--- src/rtl/u409_cia_cycle_controller.sv ---
// u409_cia_cycle_controller
//   Generates the E clock for the two CIAs and sequences every CPU access
//   into the CIA address space. The E counter free-runs and is never stalled
//   by accesses. Each accepted request waits for the next usable E window,
//   asserts CIA_ENABLE from counter C = E_LOW-CS_SETUP up to and including
//   the counter-0 cycle after ECLK falls, and ends with a single-cycle TAn.
//
// Ports
//   CLK40       in   40 MHz clock, rising edge
//   RESETn      in   asynchronous active-low reset
//   TSn         in   CPU transfer start (active low, one cycle)
//   CIA_SPACE   in   decoded CIA address space
//   RnW         in   read(1) / write(0), valid with TSn
//   ECLK        out  E clock, high while counter >= E_LOW
//   CIA_ENABLE  out  chip-select qualifier returned to the address decode
//   CIA_DOE     out  drive write data onto the CIA data bus
//   CIA_DLE     out  read-data latch enable, one-cycle pulse
//   TAn         out  transfer acknowledge, active low
//   CIA_BUSY    out  request accepted and not yet terminated
module u409_cia_cycle_controller #(
  parameter int E_LOW    = 34,
  parameter int E_HIGH   = 22,
  parameter int CS_SETUP = 4
) (
  input  logic CLK40,
  input  logic RESETn,
  input  logic TSn,
  input  logic CIA_SPACE,
  input  logic RnW,
  output logic ECLK,
  output logic CIA_ENABLE,
  output logic CIA_DOE,
  output logic CIA_DLE,
  output logic TAn,
  output logic CIA_BUSY
);

  localparam int P  = E_LOW + E_HIGH;
  localparam int CW = $clog2(P);

  localparam logic [CW-1:0] CNT_LAST  = CW'(P - 1);
  localparam logic [CW-1:0] CNT_ELOW  = CW'(E_LOW);
  localparam logic [CW-1:0] CNT_C     = CW'(E_LOW - CS_SETUP);
  localparam logic [CW-1:0] CNT_PRE_C = CW'(E_LOW - CS_SETUP - 1);

  typedef enum logic [1:0] {
    IDLE   = 2'd0,
    WAIT   = 2'd1,
    ACTIVE = 2'd2,
    TERM   = 2'd3
  } state_t;

  state_t          state_reg, state_next;
  logic [CW-1:0]   cnt_reg, cnt_next;
  logic            rnw_reg, rnw_next;
  logic            eclk_reg, eclk_next;
  logic            enable_reg, enable_next;
  logic            doe_reg, doe_next;
  logic            dle_reg, dle_next;
  logic            tan_reg, tan_next;
  logic            busy_reg, busy_next;

  always_ff @(posedge CLK40 or negedge RESETn) begin
    if (!RESETn) begin
      state_reg  <= IDLE;
      cnt_reg    <= '0;
      rnw_reg    <= 1'b1;
      eclk_reg   <= 1'b0;
      enable_reg <= 1'b0;
      doe_reg    <= 1'b0;
      dle_reg    <= 1'b0;
      tan_reg    <= 1'b1;
      busy_reg   <= 1'b0;
    end else begin
      state_reg  <= state_next;
      cnt_reg    <= cnt_next;
      rnw_reg    <= rnw_next;
      eclk_reg   <= eclk_next;
      enable_reg <= enable_next;
      doe_reg    <= doe_next;
      dle_reg    <= dle_next;
      tan_reg    <= tan_next;
      busy_reg   <= busy_next;
    end
  end

  // All outputs are computed from the next counter/state so that each
  // registered output lines up with the counter value it belongs to.
  always_comb begin
    state_next = state_reg;
    rnw_next   = rnw_reg;
    cnt_next   = (cnt_reg == CNT_LAST) ? '0 : cnt_reg + 1'b1;

    case (state_reg)
      IDLE: begin
        if (!TSn && CIA_SPACE) begin
          state_next = WAIT;
          rnw_next   = RnW;
        end
      end
      // Leaving on the edge where the counter becomes C means a request
      // accepted at C-1 (or later) can only catch the next period.
      WAIT:    if (cnt_reg == CNT_PRE_C) state_next = ACTIVE;
      ACTIVE:  if (cnt_reg == CNT_LAST)  state_next = TERM;
      TERM:    state_next = IDLE;
      default: state_next = IDLE;
    endcase

    eclk_next   = (cnt_next >= CNT_ELOW);
    // TERM keeps the enable/data drive asserted for CIA hold time.
    enable_next = (state_next == ACTIVE) || (state_next == TERM);
    doe_next    = enable_next && !rnw_next;
    dle_next    = (state_next == ACTIVE) && rnw_next && (cnt_next == CNT_LAST);
    tan_next    = (state_next != TERM);
    busy_next   = (state_next != IDLE);
  end

  assign ECLK       = eclk_reg;
  assign CIA_ENABLE = enable_reg;
  assign CIA_DOE    = doe_reg;
  assign CIA_DLE    = dle_reg;
  assign TAn        = tan_reg;
  assign CIA_BUSY   = busy_reg;

endmodule

--- config.mk ---
export PLATFORM = sky130hd
export DESIGN_NAME = u409_cia_cycle_controller
export DESIGN_NICKNAME = d
export VERILOG_FILES = /design/src/rtl/u409_cia_cycle_controller.sv
export SDC_FILE = /design/constraint.sdc
export NUM_CORES = 1
export LEC_CHECK = 0
export ABC_CLOCK_PERIOD_IN_PS = 1590
export BUFFER_PORTS_ARGS = -buffer_cell sky130_fd_sc_hd__buf_4
export CAP_MARGIN = 10
export CORE_MARGIN = 3
export CORE_UTILIZATION = 48
export DETAILED_ROUTE_END_ITERATION = 8
export GPL_ROUTABILITY_DRIVEN = 0
export PLACE_DENSITY = 0.72
export SYNTH_ARGS = -nofsm -noshare
export SYNTH_HDL_FRONTEND = slang
export SYNTH_SLANG_ARGS = --single-unit
--- constraint.sdc ---
create_clock -name CLK40 -period 1.59 [get_ports CLK40]
set_clock_uncertainty 0.15 [all_clocks]
set_input_delay 0.0795 -clock CLK40 [delete_from_list [all_inputs] [get_ports CLK40]]
set_output_delay 0.0795 -clock CLK40 [all_outputs]
set_load 0.01 [all_outputs]
Word level (Yosys, flattened, before mapping)
Index checks and enable logic that the tools add are counted.
{"block": "op_classes", "add_sub_neg": 1, "order_cmp": 1, "n_eq_ne": 9, "mux": 7, "reduce_logical": 9}
{"operator": "== test 6 bit (second input constant)", "n": 2}
{"operator": "== test 2 bit (second input constant)", "n": 4}
{"operator": "one-hot mux 2 bit (4 select lines)", "n": 1}
{"operator": "adder 6 x 1 -> 6 bit (second input constant)", "n": 1}
{"operator": "== test 6 x 5 -> 1 bit (second input constant)", "n": 1}
{"operator": ">= comparator 6 bit (second input constant)", "n": 1}
{"operator": "2-to-1 mux 2 bit", "n": 3}
{"operator": "2-to-1 mux 6 bit", "n": 1}
{"operator": "logical AND 1 bit", "n": 4}
{"operator": "== test 2 x 1 -> 1 bit (second input constant)", "n": 1}
{"operator": "zero test 1 bit", "n": 2}
{"operator": "zero test 2 bit", "n": 1}
{"operator": "2-to-1 mux 1 bit", "n": 2}
{"operator": "inequality test 2 bit (second input constant)", "n": 1}
{"operator": "nonzero test 2 bit", "n": 1}
{"operator": "logical OR 1 bit", "n": 1}
{"block": "totals", "register_bits": 15}

Logic depth before layout (Yosys ltp)
{"block": "logic_depth", "word_depth": 7, "depth_mapped": 6}

Least setup slack after synthesis
Ideal clock, no wire load.
{"block": "synth_path", "path_kind": "register to register", "start": "register cnt_reg[0]", "end": "register dle_reg, in the netlist CIA_DLE", "setup_ps": 96, "arrival_time_ps": 1376, "setup_slack_ps": -31, "path_stages_with_launch": 6, "path_cell_list": "dfrtp_1 -> ha_1 -> and2_2 -> o21ai_0 -> a211oi_2 -> nor4_2"}
{"block": "synth_between", "elab_chain_len": 6}
{"item": "start, declared", "line": "54", "source": "logic [CW-1:0] cnt_reg, cnt_next;"}
{"item": "start signal, assigned", "line": "76", "source": "cnt_reg <= cnt_next;"}
{"item": "branches (longest 5 deep; another with adder 6 x 1 -> 6 bit)"}
{"item": "logical AND 1 bit *", "line": "113", "source": "dle_next = (state_next == ACTIVE) && rnw_next && (cnt_next == CNT_LAST);"}
{"item": "via dle_next", "line": "59", "source": "logic dle_reg, dle_next;"}
{"item": "end signal, assigned", "line": "81", "source": "dle_reg <= dle_next;"}
{"item": "end, declared", "line": "59"}
Mark *: on every way through the listed nets, which the timed path passes.

Worst setup path after layout
{"block": "layout_path", "start": "register cnt_reg[0]", "end": "register dle_reg, in the netlist CIA_DLE"}
{"block": "layout_between", "elab_chain_len": 6}
{"item": "== test 6 bit or == test 6 x 5 -> 1 bit (tied branches)", "line": "104, 103"}
{"item": "2-to-1 mux 2 bit (on tied branches)", "line": "104, 103"}
{"item": "one-hot mux 2 bit (4 select lines) *", "line": "94", "source": "case (state_reg)"}
{"item": "via state_next[0]", "line": "53", "source": "state_t state_reg, state_next;"}
{"item": "== test 2 bit *", "line": "113"}
{"item": "logical AND 1 bit * (2 in a row)", "line": "113"}
{"item": "via dle_next", "line": "59"}
Mark *: on every way through the listed nets, which the timed path passes. The rest lies on a longest branch.

==> impl_results.md <==
* Status: complete, but fails checks
* Failing checks: negative setup slack
* CORE AREA at ~1400 um2
* IO Pins at 11
* CP max stage delay at between 0.4 and 0.5 ns
* Sequential area share after synthesis at 50.8%
* Final setup viols at 2
* Post-synth ARST share at between 90% and 100%
* GRT Overall Usage at 16.3%
* Final hold slack at ~0.0084 ns
* Non-filler cells, final at a little over 100
* Simple-gate share of the synthesized area at between 20% and 30%
* Fillers at around 100
* Worst setup margin at -0.0477 ns
* Mux contribution to synthesized area at 2.02%
* Num rows at 13
* Maximum VDD drop at ~0.63 mV
* DR WL/cell at ~14 um
* Max Cap Viol at 0
* PortBufs at 10
* HP Class: in -> reg
* CP endpoint kind: register
* Tightest Pin Transition at ~0.29 ns
* Synth top cells by count: dfrtp_1, ha_1, inv_1, nand2_1, nor2_1
* Max clock buf depth at 2
* Global-route wire length before repair at ~2400 um
* Gr ovfl total at 0
* Routed Antenna Nets at 0
* Yosys top cell area share at 43.7%
* Xor/xnor cell area share of the yosys netlist at under 10%
* Crit path max-delay family: simple AND/OR/NAND/NOR gates
* Post-DP HPWL at about 1000 um
* Post-synthesis compound-gate area fraction at roughly 14%
* Synth top area cells: dfrtp_1, dfstp_2, ha_1
* Crit Path Category: reg -> reg
* Placed cell count at 93
* DR iter-0 viols at 7
* Area share of fa/ha/maj cells after synthesis at 6.72%
* Via density per instance at about 5.3
* Initial Util at a little over half
* RSZ-0062 raised after global routing: yes
* Avg Cell Area, Syn at 12.0 um2
* Die H at 45.4 um
* DIE AREA at 2060 um2
* Slowest-stage cell, CP: dfrtp_2
* Post-synth net total at 71
* CTS tree: built
* Relative slew slack at about four fifths
* Area of the multi-input gates at between 400 and 500 um2
* Post-Syn Area at ~740 um2
* Die Wd at 45.4 um
* Synth Instances at between 60 and 70
* Routed Wire Length at ~1500 um
* Largest net degree at the start of global routing at 16
* Worst-path cell chain: ha_4 > nand4_1 > or3_4 > a21oi_4 > nor4_2
* Seq cells post-synth at 15
* Initial antenna violation count at 0
* Worst-path maximum fanout at 4
* Main combinational cell family by area after synthesis: simple AND/OR/NAND/NOR gates
* DRC viols at 0
* Max Slew Vio Count at 0
* Pre-CTS setup slack at -0.0605 ns
* Power Density at 617 nW/um2
* Synth Flop Type: dfrtp_1
* Synth-to-Final Area Change at 36.0%
* CP required at roughly 1.6 ns
* Max reg flops at 6
* Num CTS Buffers at 3
* Most frequent cell after synthesis: dfrtp_1
* Ys Warns at 0
* Post-synth EDFFs at 0
* Synth cell types at 30
* Clock sinks at 15
* Worst setup SP type: register
* CP arrival at roughly 1.7 ns
* 1st-pass router iterations at 3
* Vias in the first global route at 548
* Nets at 96
* Clock H-tree levels at 1
* Clk slew on worst S/H paths at ~0.090 ns
* Ant. Diodes at 0
* Share of cells above drive strength 1 at a little over half
* Yosys top cell by area: dfrtp_1
* Worst skew pair latency at 0.28 ns
* Fin crit period at roughly 1.6 ns
* Peak Freq at roughly 610 MHz
* Register area at around 380 um2
* Fin crit share at 103%
* WP buf/inv at 0
* Leakage at about 0.42 nW
* Clock root buffer master: clkbuf_4
* Sum Neg Setup Slack at -0.0811 ns
* Hold Vio Cnt, Final at 0
* Vias at approximately 540
[report_power, final]
| part | switching (W) | internal [W] |
|---|---|---|
| Sequential | 0.000000606 | 0.000384 |
| Clock | 0.000116 | 0.0000974 |
| Combinational | 0.0000127 | 0.0000139 |
[metal layers]
metal  track usage (%)  part of all wire (%)  up-vias
met5                 0                     0        -
met4              5.26                  0.75        0
met3              5.93                   5.1        2
met2              27.0                    51       10
met1              19.4                    43      259
li1                  -                     -      265
[what timing repair did]
action                                  4_1_cts  5_1_grt
pin swaps                                     0        7
endpoints found under the hold margin        17        0
hold buffers                                  2        0
setup buffers                                 0        2
endpoints found under the setup margin        2        6
resized for setup                             1       13
[area by class of cell]
type | count | area share (%)
Tap cell | 15 | 1.85
Clock buffer | 4 | 2.60
Multi-Input combinational cell | 42 | 39.9
Inverter | 4 | 1.48
Sequential cell | 15 | 37.7
Timing Repair Buffer | 21 | 16.4
[final timing paths]
kind / startpoint / to / slack, ns / depth (start not counted)
worst max-delay path: cnt_reg[0] / CIA_DLE / -0.05 / 5
max in group asynchronous: RESETn / rnw_reg / 1.02 / 2
worst min-delay path: TSn / CIA_BUSY / 0.008 / 4
worst max register to register: cnt_reg[0] / CIA_DLE / -0.05 / 5
worst min register to register: state_reg[1] / CIA_BUSY / 0.42 / 1
min in group asynchronous: RESETn / CIA_ENABLE / 0.03 / 2
[layout by cell type (no fill, tap or decap), types with 2 or more instances in the layout]
cell type	instances
o211ai_1	2
inv_1	3
nor2b_1	2
nor3_1	2
nand2_1	4
dfrtp_1	10
dlygate4sd3_1	2
nor2_1	3
ha_4	2
ha_1	2
buf_4	18
dfrtp_2	3
clkbuf_4	3
nand4_1	2
dfstp_2	2
[logic make-up after synthesis]
logic type / Yosys count
simple gates: 23
flops: 15
compound gates: 12
buf+inv: 5
fa+ha+maj: 4
xor+xnor: 2
mux: 1
[tightest hold or removal path, stage by stage]
cell     delay, ns
buf_4         0.09
nor2b_1       0.05
nor3_1        0.12
a21oi_1       0.06
[stage by stage]
step	area, um2	utilization [%]	total power (W)
floorplan	744	-	0.000397
global placement	886	64.1	0.000415
detailed placement	886	64.1	0.000415
CTS	941	68.1	0.000636
global route	1010	73.2	0.000652
finish	1010	73.2	0.000625
(Power assumes the default switching activity.)
